===== src/rtl/csi_2_pkg.sv =====
// CSI-2 packet-layer constants, receive-controller state encoding and the
// 6-bit header ECC shared by the single-lane controller and the future lane merger.
package csi_2_pkg;

  localparam logic [5:0] DT_FS        = 6'h00;
  localparam logic [5:0] DT_FE        = 6'h01;
  localparam logic [5:0] DT_LS        = 6'h02;
  localparam logic [5:0] DT_LE        = 6'h03;
  localparam logic [5:0] DT_SHORT_MAX = 6'h0F;

  typedef enum logic [2:0] {
    ST_OFF,
    ST_WAIT_STOP,
    ST_IDLE,
    ST_HDR,
    ST_PAYLOAD,
    ST_CRC,
    ST_DRAIN
  } rxState_t;

  // d = {WC MSB, WC LSB, DI}; each mask selects the data bits covered by one parity bit
  function automatic logic [5:0] csi2_ecc(input logic [23:0] d);
    logic [5:0] p;
    p[0] = ^(d & 24'hF12CB7);
    p[1] = ^(d & 24'hF2555B);
    p[2] = ^(d & 24'h749A6D);
    p[3] = ^(d & 24'hB8E38E);
    p[4] = ^(d & 24'hDF03F0);
    p[5] = ^(d & 24'hEFFC00);
    return p;
  endfunction

endpackage


===== src/rtl/csi_2_rx_packet_ctrl_if.sv =====
// Lane-side and packet-side signal bundle of the CSI-2 receive packet controller.
interface csi_2_rx_packet_ctrl_if #(
  parameter int CNT_W = 16
);
  logic             Enable;
  logic             Shutdown;
  logic [7:0]       RxDataHS;
  logic             RxValidHS;
  logic             RxActiveHS;
  logic             RxSyncHS;
  logic             Stopstate;
  logic             ErrSotHS;
  logic             ErrSotSyncHS;
  logic [7:0]       PktData;
  logic             PktValid;
  logic             PktStart;
  logic             PktEnd;
  logic [5:0]       DataType;
  logic [1:0]       VirtChan;
  logic [15:0]      WordCount;
  logic             FrameStart;
  logic             FrameEnd;
  logic             ErrHeader;
  logic             ErrTrunc;
  logic             ErrSot;
  logic [CNT_W-1:0] PktCount;
  logic [CNT_W-1:0] ErrCount;

  modport master (
    input  Enable, RxDataHS, RxValidHS, RxActiveHS, RxSyncHS, Stopstate,
           ErrSotHS, ErrSotSyncHS,
    output Shutdown, PktData, PktValid, PktStart, PktEnd, DataType, VirtChan,
           WordCount, FrameStart, FrameEnd, ErrHeader, ErrTrunc, ErrSot,
           PktCount, ErrCount
  );

  modport slave (
    output Enable, RxDataHS, RxValidHS, RxActiveHS, RxSyncHS, Stopstate,
           ErrSotHS, ErrSotSyncHS,
    input  Shutdown, PktData, PktValid, PktStart, PktEnd, DataType, VirtChan,
           WordCount, FrameStart, FrameEnd, ErrHeader, ErrTrunc, ErrSot,
           PktCount, ErrCount
  );
endinterface


===== src/rtl/csi_2_ecc_check.sv =====
// Combinational CSI-2 packet-header check: ECC byte must match the Hamming
// code over DI and WC, with the two spare ECC bits at zero.
module csi_2_ecc_check
  import csi_2_pkg::*;
(
  input  logic [7:0]  di,
  input  logic [15:0] wc,
  input  logic [7:0]  ecc,
  output logic        ok
);

  assign ok = (ecc[7:6] == 2'b00) && (ecc[5:0] == csi2_ecc({wc, di}));

endmodule


===== src/rtl/csi_2_rx_packet_ctrl.sv =====
// Sequences one CSI-2 data lane and frames each HS burst into header, payload
// and checksum phases, reporting packet markers, errors and saturating counts.
module csi_2_rx_packet_ctrl
  import csi_2_pkg::*;
#(
  parameter int MAX_WC = 4096,
  parameter int CNT_W  = 16
) (
  input logic                    RxByteClkHS,
  input logic                    ResetN,
  csi_2_rx_packet_ctrl_if.master bus
);

  localparam logic [15:0] MaxWc = 16'(MAX_WC);

  rxState_t    state, stateNxt;
  logic [1:0]  hdrIdx, hdrIdxNxt;
  logic [15:0] remain, remainNxt;
  logic        crcIdx, crcIdxNxt;
  logic [7:0]  diReg, wcLsbReg, wcMsbReg;
  logic [15:0] hdrWc;
  logic        eccOk, wcOk, isShort, sotErr, inFlight;
  logic        startNxt, endNxt, fsNxt, feNxt, errHdrNxt, truncNxt, sotNxt;
  logic        goodNxt, hdrLoad, emitNxt, errAny;

  assign hdrWc    = {wcMsbReg, wcLsbReg};
  assign isShort  = diReg[5:0] <= DT_SHORT_MAX;
  assign wcOk     = isShort || (hdrWc <= MaxWc);
  assign sotErr   = bus.ErrSotHS | bus.ErrSotSyncHS;
  assign inFlight = (state == ST_HDR) || (state == ST_PAYLOAD) || (state == ST_CRC);
  assign errAny   = errHdrNxt | truncNxt | sotNxt;
  assign bus.Shutdown = (state == ST_OFF);

  // The ECC byte is checked as it arrives, against the three captured header bytes
  csi_2_ecc_check uEccCheck (
    .di  (diReg),
    .wc  (hdrWc),
    .ecc (bus.RxDataHS),
    .ok  (eccOk)
  );

  always_comb begin
    stateNxt  = state;
    hdrIdxNxt = hdrIdx;
    remainNxt = remain;
    crcIdxNxt = crcIdx;
    startNxt  = 1'b0;
    endNxt    = 1'b0;
    fsNxt     = 1'b0;
    feNxt     = 1'b0;
    errHdrNxt = 1'b0;
    truncNxt  = 1'b0;
    sotNxt    = 1'b0;
    goodNxt   = 1'b0;
    hdrLoad   = 1'b0;
    emitNxt   = 1'b0;
    if (!bus.Enable) begin
      stateNxt = ST_OFF;
      endNxt   = inFlight;
      truncNxt = inFlight;
    end else begin
      case (state)
        ST_OFF:       stateNxt = ST_WAIT_STOP;
        ST_WAIT_STOP: if (bus.Stopstate) stateNxt = ST_IDLE;
        ST_IDLE: begin
          if (sotErr) begin
            sotNxt   = 1'b1;
            stateNxt = ST_DRAIN;
          end else if (bus.RxValidHS && bus.RxSyncHS) begin
            hdrIdxNxt = 2'd1;
            stateNxt  = ST_HDR;
          end
        end
        ST_HDR: begin
          if (!bus.RxActiveHS) begin
            endNxt   = 1'b1;
            truncNxt = 1'b1;
            stateNxt = ST_IDLE;
          end else if (sotErr) begin
            sotNxt   = 1'b1;
            stateNxt = ST_DRAIN;
          end else if (bus.RxValidHS) begin
            if (hdrIdx != 2'd3) begin
              hdrIdxNxt = hdrIdx + 2'd1;
            end else if (eccOk && wcOk) begin
              startNxt = 1'b1;
              hdrLoad  = 1'b1;
              if (isShort) begin
                endNxt   = 1'b1;
                goodNxt  = 1'b1;
                fsNxt    = (diReg[5:0] == DT_FS);
                feNxt    = (diReg[5:0] == DT_FE);
                stateNxt = ST_DRAIN;
              end else begin
                remainNxt = hdrWc;
                crcIdxNxt = 1'b0;
                stateNxt  = (hdrWc == 16'd0) ? ST_CRC : ST_PAYLOAD;
              end
            end else begin
              errHdrNxt = 1'b1;
              stateNxt  = ST_DRAIN;
            end
          end
        end
        ST_PAYLOAD: begin
          if (!bus.RxActiveHS) begin
            endNxt   = 1'b1;
            truncNxt = 1'b1;
            stateNxt = ST_IDLE;
          end else if (bus.RxValidHS) begin
            emitNxt   = 1'b1;
            remainNxt = remain - 16'd1;
            if (remain == 16'd1) stateNxt = ST_CRC;
          end
        end
        ST_CRC: begin
          if (!bus.RxActiveHS) begin
            endNxt   = 1'b1;
            truncNxt = 1'b1;
            stateNxt = ST_IDLE;
          end else if (bus.RxValidHS) begin
            if (crcIdx) begin
              endNxt   = 1'b1;
              goodNxt  = 1'b1;
              stateNxt = ST_DRAIN;
            end else begin
              crcIdxNxt = 1'b1;
            end
          end
        end
        ST_DRAIN: if (!bus.RxActiveHS) stateNxt = ST_IDLE;
        default:  stateNxt = ST_OFF;
      endcase
    end
  end

  // Stage p1: control state, marker pulses, held header fields and counters
  always_ff @(posedge RxByteClkHS or negedge ResetN) begin
    if (!ResetN) begin
      state          <= ST_OFF;
      hdrIdx         <= 2'd0;
      remain         <= 16'd0;
      crcIdx         <= 1'b0;
      bus.PktValid   <= 1'b0;
      bus.PktStart   <= 1'b0;
      bus.PktEnd     <= 1'b0;
      bus.FrameStart <= 1'b0;
      bus.FrameEnd   <= 1'b0;
      bus.ErrHeader  <= 1'b0;
      bus.ErrTrunc   <= 1'b0;
      bus.ErrSot     <= 1'b0;
      bus.DataType   <= 6'd0;
      bus.VirtChan   <= 2'd0;
      bus.WordCount  <= 16'd0;
      bus.PktCount   <= '0;
      bus.ErrCount   <= '0;
    end else begin
      state          <= stateNxt;
      hdrIdx         <= hdrIdxNxt;
      remain         <= remainNxt;
      crcIdx         <= crcIdxNxt;
      bus.PktValid   <= emitNxt;
      bus.PktStart   <= startNxt;
      bus.PktEnd     <= endNxt;
      bus.FrameStart <= fsNxt;
      bus.FrameEnd   <= feNxt;
      bus.ErrHeader  <= errHdrNxt;
      bus.ErrTrunc   <= truncNxt;
      bus.ErrSot     <= sotNxt;
      if (hdrLoad) begin
        bus.DataType  <= diReg[5:0];
        bus.VirtChan  <= diReg[7:6];
        bus.WordCount <= hdrWc;
      end
      if (goodNxt && !(&bus.PktCount)) bus.PktCount <= bus.PktCount + 1'b1;
      if (errAny && !(&bus.ErrCount))  bus.ErrCount <= bus.ErrCount + 1'b1;
    end
  end

  // Stage p1 datapath: payload byte and header capture carry no reset
  always_ff @(posedge RxByteClkHS) begin
    if (emitNxt) bus.PktData <= bus.RxDataHS;
    if (state == ST_IDLE && bus.RxValidHS && bus.RxSyncHS) diReg <= bus.RxDataHS;
    if (state == ST_HDR && bus.RxValidHS) begin
      if (hdrIdx == 2'd1) wcLsbReg <= bus.RxDataHS;
      if (hdrIdx == 2'd2) wcMsbReg <= bus.RxDataHS;
    end
  end

endmodule


===== src/flat_wrapper.sv =====
// flat-port wrapper written by rule: the top's interface ports become plain ports
module csi_2_rx_packet_ctrl_flat import csi_2_pkg::*;
#(
  parameter int MAX_WC = 4096,
  parameter int CNT_W  = 16
)
  (RxByteClkHS, ResetN, bus_Enable, bus_RxDataHS, bus_RxValidHS, bus_RxActiveHS, bus_RxSyncHS, bus_Stopstate, bus_ErrSotHS, bus_ErrSotSyncHS, bus_Shutdown, bus_PktData, bus_PktValid, bus_PktStart, bus_PktEnd, bus_DataType, bus_VirtChan, bus_WordCount, bus_FrameStart, bus_FrameEnd, bus_ErrHeader, bus_ErrTrunc, bus_ErrSot, bus_PktCount, bus_ErrCount);
  csi_2_rx_packet_ctrl_if #(.CNT_W(CNT_W)) bus_i ();
  input logic RxByteClkHS;
  input logic ResetN;
  input wire logic [$bits(bus_i.Enable)-1:0] bus_Enable;
  input wire logic [$bits(bus_i.RxDataHS)-1:0] bus_RxDataHS;
  input wire logic [$bits(bus_i.RxValidHS)-1:0] bus_RxValidHS;
  input wire logic [$bits(bus_i.RxActiveHS)-1:0] bus_RxActiveHS;
  input wire logic [$bits(bus_i.RxSyncHS)-1:0] bus_RxSyncHS;
  input wire logic [$bits(bus_i.Stopstate)-1:0] bus_Stopstate;
  input wire logic [$bits(bus_i.ErrSotHS)-1:0] bus_ErrSotHS;
  input wire logic [$bits(bus_i.ErrSotSyncHS)-1:0] bus_ErrSotSyncHS;
  output wire logic [$bits(bus_i.Shutdown)-1:0] bus_Shutdown;
  output wire logic [$bits(bus_i.PktData)-1:0] bus_PktData;
  output wire logic [$bits(bus_i.PktValid)-1:0] bus_PktValid;
  output wire logic [$bits(bus_i.PktStart)-1:0] bus_PktStart;
  output wire logic [$bits(bus_i.PktEnd)-1:0] bus_PktEnd;
  output wire logic [$bits(bus_i.DataType)-1:0] bus_DataType;
  output wire logic [$bits(bus_i.VirtChan)-1:0] bus_VirtChan;
  output wire logic [$bits(bus_i.WordCount)-1:0] bus_WordCount;
  output wire logic [$bits(bus_i.FrameStart)-1:0] bus_FrameStart;
  output wire logic [$bits(bus_i.FrameEnd)-1:0] bus_FrameEnd;
  output wire logic [$bits(bus_i.ErrHeader)-1:0] bus_ErrHeader;
  output wire logic [$bits(bus_i.ErrTrunc)-1:0] bus_ErrTrunc;
  output wire logic [$bits(bus_i.ErrSot)-1:0] bus_ErrSot;
  output wire logic [$bits(bus_i.PktCount)-1:0] bus_PktCount;
  output wire logic [$bits(bus_i.ErrCount)-1:0] bus_ErrCount;
  assign bus_i.Enable = bus_Enable;
  assign bus_i.RxDataHS = bus_RxDataHS;
  assign bus_i.RxValidHS = bus_RxValidHS;
  assign bus_i.RxActiveHS = bus_RxActiveHS;
  assign bus_i.RxSyncHS = bus_RxSyncHS;
  assign bus_i.Stopstate = bus_Stopstate;
  assign bus_i.ErrSotHS = bus_ErrSotHS;
  assign bus_i.ErrSotSyncHS = bus_ErrSotSyncHS;
  assign bus_Shutdown = bus_i.Shutdown;
  assign bus_PktData = bus_i.PktData;
  assign bus_PktValid = bus_i.PktValid;
  assign bus_PktStart = bus_i.PktStart;
  assign bus_PktEnd = bus_i.PktEnd;
  assign bus_DataType = bus_i.DataType;
  assign bus_VirtChan = bus_i.VirtChan;
  assign bus_WordCount = bus_i.WordCount;
  assign bus_FrameStart = bus_i.FrameStart;
  assign bus_FrameEnd = bus_i.FrameEnd;
  assign bus_ErrHeader = bus_i.ErrHeader;
  assign bus_ErrTrunc = bus_i.ErrTrunc;
  assign bus_ErrSot = bus_i.ErrSot;
  assign bus_PktCount = bus_i.PktCount;
  assign bus_ErrCount = bus_i.ErrCount;
  csi_2_rx_packet_ctrl #(.MAX_WC(MAX_WC), .CNT_W(CNT_W)) u_core (.RxByteClkHS(RxByteClkHS), .ResetN(ResetN), .bus(bus_i));
endmodule

===== config.mk =====
export PLATFORM = sky130hd
export DESIGN_NAME = csi_2_rx_packet_ctrl_flat
export DESIGN_NICKNAME = d
export VERILOG_FILES = /design/src/rtl/csi_2_pkg.sv /design/src/rtl/csi_2_rx_packet_ctrl_if.sv /design/src/rtl/csi_2_ecc_check.sv /design/src/rtl/csi_2_rx_packet_ctrl.sv /design/src/flat_wrapper.sv
export SDC_FILE = /design/constraint.sdc
export NUM_CORES = 1
export LEC_CHECK = 0
export CORE_MARGIN = 2
export CORE_UTILIZATION = 30
export CTS_CLUSTER_SIZE = 12
export DETAILED_ROUTE_END_ITERATION = 10
export GPL_ROUTABILITY_DRIVEN = 0
export PLACE_DENSITY_LB_ADDON = 0.08
export SLEW_MARGIN = 25
export SYNTH_ARGS = -nofsm -noshare
export SYNTH_HDL_FRONTEND = slang
export SYNTH_SLANG_ARGS = --single-unit

===== constraint.sdc =====
create_clock -name RxByteClkHS -period 3.35 [get_ports RxByteClkHS]
set_clock_uncertainty 0.2 [all_clocks]
set_input_delay 0.67 -clock RxByteClkHS [delete_from_list [all_inputs] [get_ports RxByteClkHS]]
set_output_delay 0.67 -clock RxByteClkHS [all_outputs]
set_load 0.005 [all_outputs]

## Word level (Yosys, flattened, before mapping)

Cells that the tools add are included.

- Register bits: 118
- Bits in latches: 0
- Bits in writable memories: 0
- Memory bits (read-only): 0
- Bits of input ports: 17
- Memories: 0

- Add/subtract/negate cells: 4
- Multipliers: 0
- Divide/modulo/power cells: 0
- Magnitude comparators: 2
- Equal/unequal tests: 34
- Shifts and indexed selects: 0
- Mux-type cells: 100
- Bitwise logic cells: 3
- Reduce and logical (&&, ||, !) cells: 35

Operator list:

| operator | number |
|---|---|
| XOR reduction 24 bit | 6 |
| two-way mux 16 bit | 8 |
| two-way mux 1 bit | 62 |
| two-way mux 3 bit | 17 |
| adder 16 x 1 -> 16 bit, second input constant | 2 |
| one-hot mux 16 bit (2 select lines) | 1 |
| AND reduction 16 bit | 2 |
| inequality test 2 bit, second input constant | 11 |
| one-hot mux 3 bit (7 select lines) | 1 |
| AND reduction 10 bit | 2 |
| equality test 16 x 1 -> 1 bit, second input constant | 1 |
| <= comparator 16 x 13 -> 1 bit, second input constant | 1 |
| zero test 16 bit | 1 |
| subtractor 16 x 1 -> 16 bit, second input constant | 1 |
| two-way mux 2 bit | 6 |
| inequality test 4 bit, second input constant | 3 |
| inequality test 5 x 4 -> 1 bit, second input constant | 2 |
| equality test 3 bit, second input constant | 3 |
| AND reduction 9 bit | 1 |
| logical AND 1 bit | 8 |
| AND reduction 8 bit | 1 |
| equality test 3 x 2 -> 1 bit, second input constant | 2 |
| equality test 6 x 1 -> 1 bit, second input constant | 1 |
| equality test 6 bit | 1 |
| 21 further kinds | 34 |

## Logic depth before layout (Yosys ltp)

- Word-level depth: 14
- Depth in mapped cells: 10
- Depth with buffers taken out: 9

## Hierarchy

From an unflattened synthesis, not the netlist that was laid out.

- Cell total of the unflattened synthesis: 556
- Area, all modules: 5,874.4 um2

Modules (own cells, without submodules):

| module | instances | cells each | area each (um2) | sequential area each (um2) |
|---|---|---|---|---|
| csi_2_rx_packet_ctrl | 1 | 501 | 5,318.9 | 3,113.0 |
| csi_2_ecc_check | 1 | 55 | 555.5 | 0.0 |

## Least setup slack after synthesis

OpenSTA, ideal clock, no wires.

- Path type: register to register
- Start point: register u_core.diReg[0]
- End point: register u_core.bus.DataType[3]
- Setup time: 0.125 ns
- Arrival time: 2.678 ns
- Required time: 3.025 ns
- Slack: 0.346 ns
- Stages on the path, launching flop included: 11
- Path through: edfxtp_1 > inv_1 > ha_1 > xnor2_2 > xnor3_1 > xnor2_2 > nand4_2 > nor3_4 > nand3_4 > buf_6 > mux2_4

- Cells in the longest elaborated chain, start to end: 11
- Elaborated cells between the ends (all ways): 15
- Those cells by class: order compare: 1; eq/ne: 1; mux: 7; reduce/logical: 6

Ends and longest elaborated chain:

| element | RTL line | RTL |
|---|---|---|
| start: declaration | csi_2_rx_packet_ctrl.sv:20 | `logic [7:0] diReg, wcLsbReg, wcMsbReg;` |
| start signal: assignment | csi_2_rx_packet_ctrl.sv:183 | `if (state == ST_IDLE && bus.RxValidHS && bus.RxSyncHS) diReg <= bus.RxDataHS;` |
| XOR reduction 24 bit (on tied branches) | csi_2_pkg.sv:24, csi_2_pkg.sv:25, csi_2_pkg.sv:26 |  |
| equality test 6 bit | csi_2_ecc_check.sv:12 | `assign ok = (ecc[7:6] == 2'b00) && (ecc[5:0] == csi2_ecc({wc, di}));` |
| logical AND 1 bit | csi_2_ecc_check.sv:12 |  |
| logical AND 1 bit (*) | csi_2_rx_packet_ctrl.sv:85 | `end else if (eccOk && wcOk) begin` |
| two-way mux 1 bit (*) | csi_2_rx_packet_ctrl.sv:85 |  |
| two-way mux 1 bit (*) | csi_2_rx_packet_ctrl.sv:83 | `if (hdrIdx != 2'd3) begin` |
| two-way mux 1 bit (*) | csi_2_rx_packet_ctrl.sv:82 | `end else if (bus.RxValidHS) begin` |
| two-way mux 1 bit (*) | csi_2_rx_packet_ctrl.sv:79 | `end else if (sotErr) begin` |
| two-way mux 1 bit (*) | csi_2_rx_packet_ctrl.sv:75 | `if (!bus.RxActiveHS) begin` |
| two-way mux 1 bit (*) | csi_2_rx_packet_ctrl.sv:62 | `case (state)` |
| two-way mux 1 bit (*) | csi_2_rx_packet_ctrl.sv:57 | `if (!bus.Enable) begin` |
| end signal: assignment | csi_2_rx_packet_ctrl.sv:171 | `bus.DataType <= diReg[5:0];` |
| end: declaration | csi_2_rx_packet_ctrl_if.sv:32 | `output Shutdown, PktData, PktValid, PktStart, PktEnd, DataType, VirtChan,` |

Mark *: on every way between the ends. The rest lies on a longest branch, timed or not.
A chain may end at the register's enable or synchronous reset.

## Final worst setup path

- Start point: register u_core.diReg[1]
- End point: register u_core.bus.ErrCount[1] in the netlist's numbering

- Cells in the longest elaborated chain, start to end: 14
- Elaborated cells between the ends (all ways): 18
- Those cells by class: order compare: 1; eq/ne: 1; mux: 7; bitwise: 2; reduce/logical: 7

Ends and longest elaborated chain:

| element | RTL line | RTL |
|---|---|---|
| XOR reduction 24 bit (on tied branches) | csi_2_pkg.sv:24, csi_2_pkg.sv:25, csi_2_pkg.sv:27 |  |
| equality test 6 bit | csi_2_ecc_check.sv:12 |  |
| logical AND 1 bit | csi_2_ecc_check.sv:12 |  |
| logical AND 1 bit (*) | csi_2_rx_packet_ctrl.sv:85 |  |
| two-way mux 1 bit (*) | csi_2_rx_packet_ctrl.sv:85 |  |
| two-way mux 1 bit (*) | csi_2_rx_packet_ctrl.sv:83 |  |
| two-way mux 1 bit (*) | csi_2_rx_packet_ctrl.sv:82 |  |
| two-way mux 1 bit (*) | csi_2_rx_packet_ctrl.sv:79 |  |
| two-way mux 1 bit (*) | csi_2_rx_packet_ctrl.sv:75 |  |
| two-way mux 1 bit (*) | csi_2_rx_packet_ctrl.sv:62 |  |
| two-way mux 1 bit (*) | csi_2_rx_packet_ctrl.sv:57 |  |
| OR 1 bit (*) (2 in series) | csi_2_rx_packet_ctrl.sv:31 | `assign errAny = errHdrNxt \| truncNxt \| sotNxt;` |
| logical AND 1 bit (*) | csi_2_rx_packet_ctrl.sv:176 | `if (errAny && !(&bus.ErrCount)) bus.ErrCount <= bus.ErrCount + 1'b1;` |
| end signal: assignment | csi_2_rx_packet_ctrl.sv:176 |  |
| end: declaration | csi_2_rx_packet_ctrl_if.sv:34 | `PktCount, ErrCount` |

Marks and branches as above.

==> out/metrics.csv <==
stage,metric,value,unit
sta,hold_viol,0,
clock_tree,cts_root_buf,clkbuf_16,
synthesis,postSynthAreaPerCell,11.3,um2
worst_setup_path,required,3.45,ns
synthesis,postSynthCellCount,560,
worst_setup_path,cp-end-kind,flip-flop,
synthesis,synthArstFlopShare,72.9,%
sta,rsz0062_at_grt,no,
pwr,ir_drop,329,uV
global_routing,antenna_found_initial,0,
floorplanning,start_util,30.4,%
global_routing,gr-total-overflow,0,
worst_setup_path,endpoint,u_core.bus.ErrCount[1],
sta,slew_violations,0,
clock_tree,htreeDepth,4,
drt,wire_per_inst,17.0,um
clock_tree,cts.sinks,118,
worst_setup_path,cp_max_fo,16,
floorplanning,die_h,149,um
status,status,completed,
worst_setup_path,critPathLaunch,u_core.diReg[1],
placed_design,dp_hpwl,12000,um
floorplanning,fp.dieW,149,um
worst_setup_path,rrSetupSlack,0.15,ns
run,drv_cap,0,
floorplanning,ioPinCount,90,
drt,drtAntennaViolNets,0,
sta,fmax,313,MHz
synthesis,synth_top_cell_area_share,34.1,%
global_routing,grt_use_total,16.0,%
clock_tree,clk_latency,0.42,ns
synthesis,synth.area.top_cells,"dfrtp_1 34%, edfxtp_1 15%, mux2_4 5.0%",
drt,vias,4748,
clock_tree,cts_buffers,17,
floorplanning,core,20800,um2
sta,fin_crit,3.20,ns
global_routing,grt_pass1_wl,27300,um
layout,final_common_cell,clkdlybuf4s50_1,
sta,tightestPinTransition,0.808,ns
worst_setup_path,startpoint_type,flip-flop,
pwr,power.leakage,3.70,nW
worst_hold_path,hold_path_class,input port to async pin,
drt,vias_per_cell,4.79,
synthesis,syn_nets,598,
synthesis,synth_seq_cells,118,
layout,diodes,0,
layout,drive_gt1_share,18.8,%
sta,setup_viol,0,
clock_tree,clk_pin_slew,0.06,ns
drt,initialDrtViolationCount,354,
synthesis,ys.flop_type,dfrtp_1,
floorplanning,rows,53,
synthesis,syn-cell-area,6320,um2
worst_setup_path,reg2reg_to,u_core.bus.ErrCount[1],
synthesis,yosys_warnings,0,
global_routing,grt_max_degree,87,
worst_setup_path,reg2reg_from,u_core.diReg[1],
worst_setup_path,reg2reg_depth,10,
worst_setup_path,crit_type,flip-flop to flip-flop,
layout,fin_cells,992,
global_routing,grt_pass1_vias,5048,
synthesis,yosysTopAreaCell,dfrtp_1,
drt,wl,16800,um
layout,final_util,41.1,%
layout,synthToLayoutAreaGrowth,35.5,%
layout,filler_cell_count,2037,
sta,fin_crit_sh,95.5,%
layout,final_cell_area,8560,um2
pwr,p_per_area,597,nW/um2
synthesis,synth_edf_count,32,
drt,dr.pass1.iters,4,
sta,slew_headroom,45.6,%
synthesis,synth_cell_types,55,
layout,layout_common_cells,"88 x clkdlybuf4s50_1, 86 x dfrtp_1, 56 x buf_4",
placed_design,numPortBuffers,89,
placed_design,place_area,7930,um2
placed_design,dp.cells,960,
clock_tree,postCtsSetupBuffers,0,
sta,tns,0,ns
worst_setup_path,cp.arrival,3.29,ns
synthesis,yosysSeqAreaShare,49.3,%
clock_tree,cts.path.max_buffers,2,
drt,drc,0,
layout,nNetsFinal,742,
floorplanning,die-area,22200,um2
clock_tree,cts_tree,yes,
==> worst max-delay path, stage by stage (launching register included) <==
cell and delay, ns:
edfxtp_1 0.41, inv_1 0.10, ha_1 0.26, xnor2_2 0.21
xnor3_1 0.47, xnor2_2 0.24, nand4_2 0.23, o31ai_4 0.37
buf_12 0.18, a21oi_2 0.08, mux2_4 0.31
==> layer usage <==
layer / track usage [%] / wire [um] / vias up
met3: 3.55 / 641 / 16
met5: 0 / 0 / -
met4: 5.33 / 218 / 0
met1: 21.3 / 7670 / 2356
met2: 25.9 / 8290 / 87
li1: - / - / 2289
==> state kept, by name, summed over array words and instances, names as in the netlist <==
| name | cells |
|---|---|
| u_core.hdrIdx | 2 |
| u_core.bus.ErrSot | 1 |
| u_core.diReg | 8 |
| u_core.bus.DataType | 6 |
| u_core.remain | 16 |
| u_core.bus.ErrHeader | 1 |
| u_core.bus.FrameEnd | 1 |
| u_core.bus.ErrTrunc | 1 |
| u_core.bus.ErrCount | 16 |
| u_core.bus.PktEnd | 1 |
| u_core.crcIdx | 1 |
| u_core.bus.PktCount | 16 |
| u_core.state | 3 |
| u_core.bus.FrameStart | 1 |
| u_core.bus.VirtChan | 2 |
| u_core.bus.PktData | 8 |
| u_core.bus.PktValid | 1 |
| u_core.wcLsbReg | 8 |
| u_core.bus.WordCount | 16 |
| u_core.wcMsbReg | 8 |
| u_core.bus.PktStart | 1 |
==> logic make-up after synthesis <==
kind of cell | Yosys count | synth area share, %
AOI/OAI and AO/OA | 94 | 9.64
xor gates and xnor gates | 65 | 11.6
adders and majority gates | 21 | 4.16
buffers and inverters | 59 | 4.04
DFF | 118 | 49.3
muxes | 29 | 6.41
and+or+nand+nor | 174 | 14.8
==> per-stage QoR <==
stage / setup WS (ns) / hold WS (ns) / power, mW
2_1_floorplan: 0.346 / 0.174 / 2.65
3_3_place_gp: -0.287 / 0.279 / 3.16
3_5_place_dp: -0.288 / 0.280 / 3.18
4_1_cts: 0.0595 / 0.110 / 5.17
5_1_grt: 0.00616 / 0.125 / 5.42
6_report: 0.152 / 0.0902 / 5.11
==> cells in the mapped netlist, types with 7 or more instances <==
| library cell | count |
|---|---|
| o21ai_0 | 17 |
| nor3_1 | 21 |
| a21oi_1 | 35 |
| dfrtp_1 | 86 |
| buf_2 | 8 |
| nand4_1 | 7 |
| inv_1 | 36 |
| mux2_2 | 8 |
| a211oi_1 | 10 |
| nand2_1 | 43 |
| xnor3_1 | 11 |
| xnor2_1 | 24 |
| xor2_1 | 28 |
| nand3_1 | 31 |
| ha_1 | 21 |
| edfxtp_1 | 32 |
| and4_1 | 7 |
| clkbuf_1 | 10 |
| mux2_4 | 21 |
| nor2_1 | 20 |
==> worst min-delay path by stage <==
stage / endpoint / slack (ns) / cells past startpoint
6_report: u_core.bus.WordCount[12] / 0.09 / 2
5_1_grt: u_core.bus.WordCount[7] / 0.13 / 2
4_1_cts: u_core.bus.WordCount[7] / 0.11 / 2
3_5_place_dp: u_core.bus.PktCount[7] / 0.28 / 1
3_3_place_gp: u_core.bus.ErrCount[9] / 0.28 / 1
2_1_floorplan: u_core.bus.DataType[0] / 0.17 / 0
==> cell type report <==
cell class                      count  area, um2  share of cell area [%]
Clock buffer                       17        425                    4.97
Multi-Input combinational cell    383       2960                    34.6
Clock inverter                     15        203                    2.37
Sequential cell                   118       3110                    36.4
Tap cell                          275        344                    4.02
Timing Repair Buffer              148       1380                    16.1
Inverter                           36        135                    1.58
==> where the power goes <==
group | switching (mW) | total, mW | internal (mW)
Sequential | 0.215 | 1.89 | 1.68
Clock | 0.709 | 1.96 | 1.25
Combinational | 0.646 | 1.26 | 0.616
==> what timing repair did <==
action | 4_1_cts | 5_1_grt
gates resized for setup | 0 | 2
hold endpoints to repair | 0 | 0
hold buffers | 0 | 0
endpoints found under the setup margin | 0 | 16
Note: power is estimated with default switching activity, not from simulation.
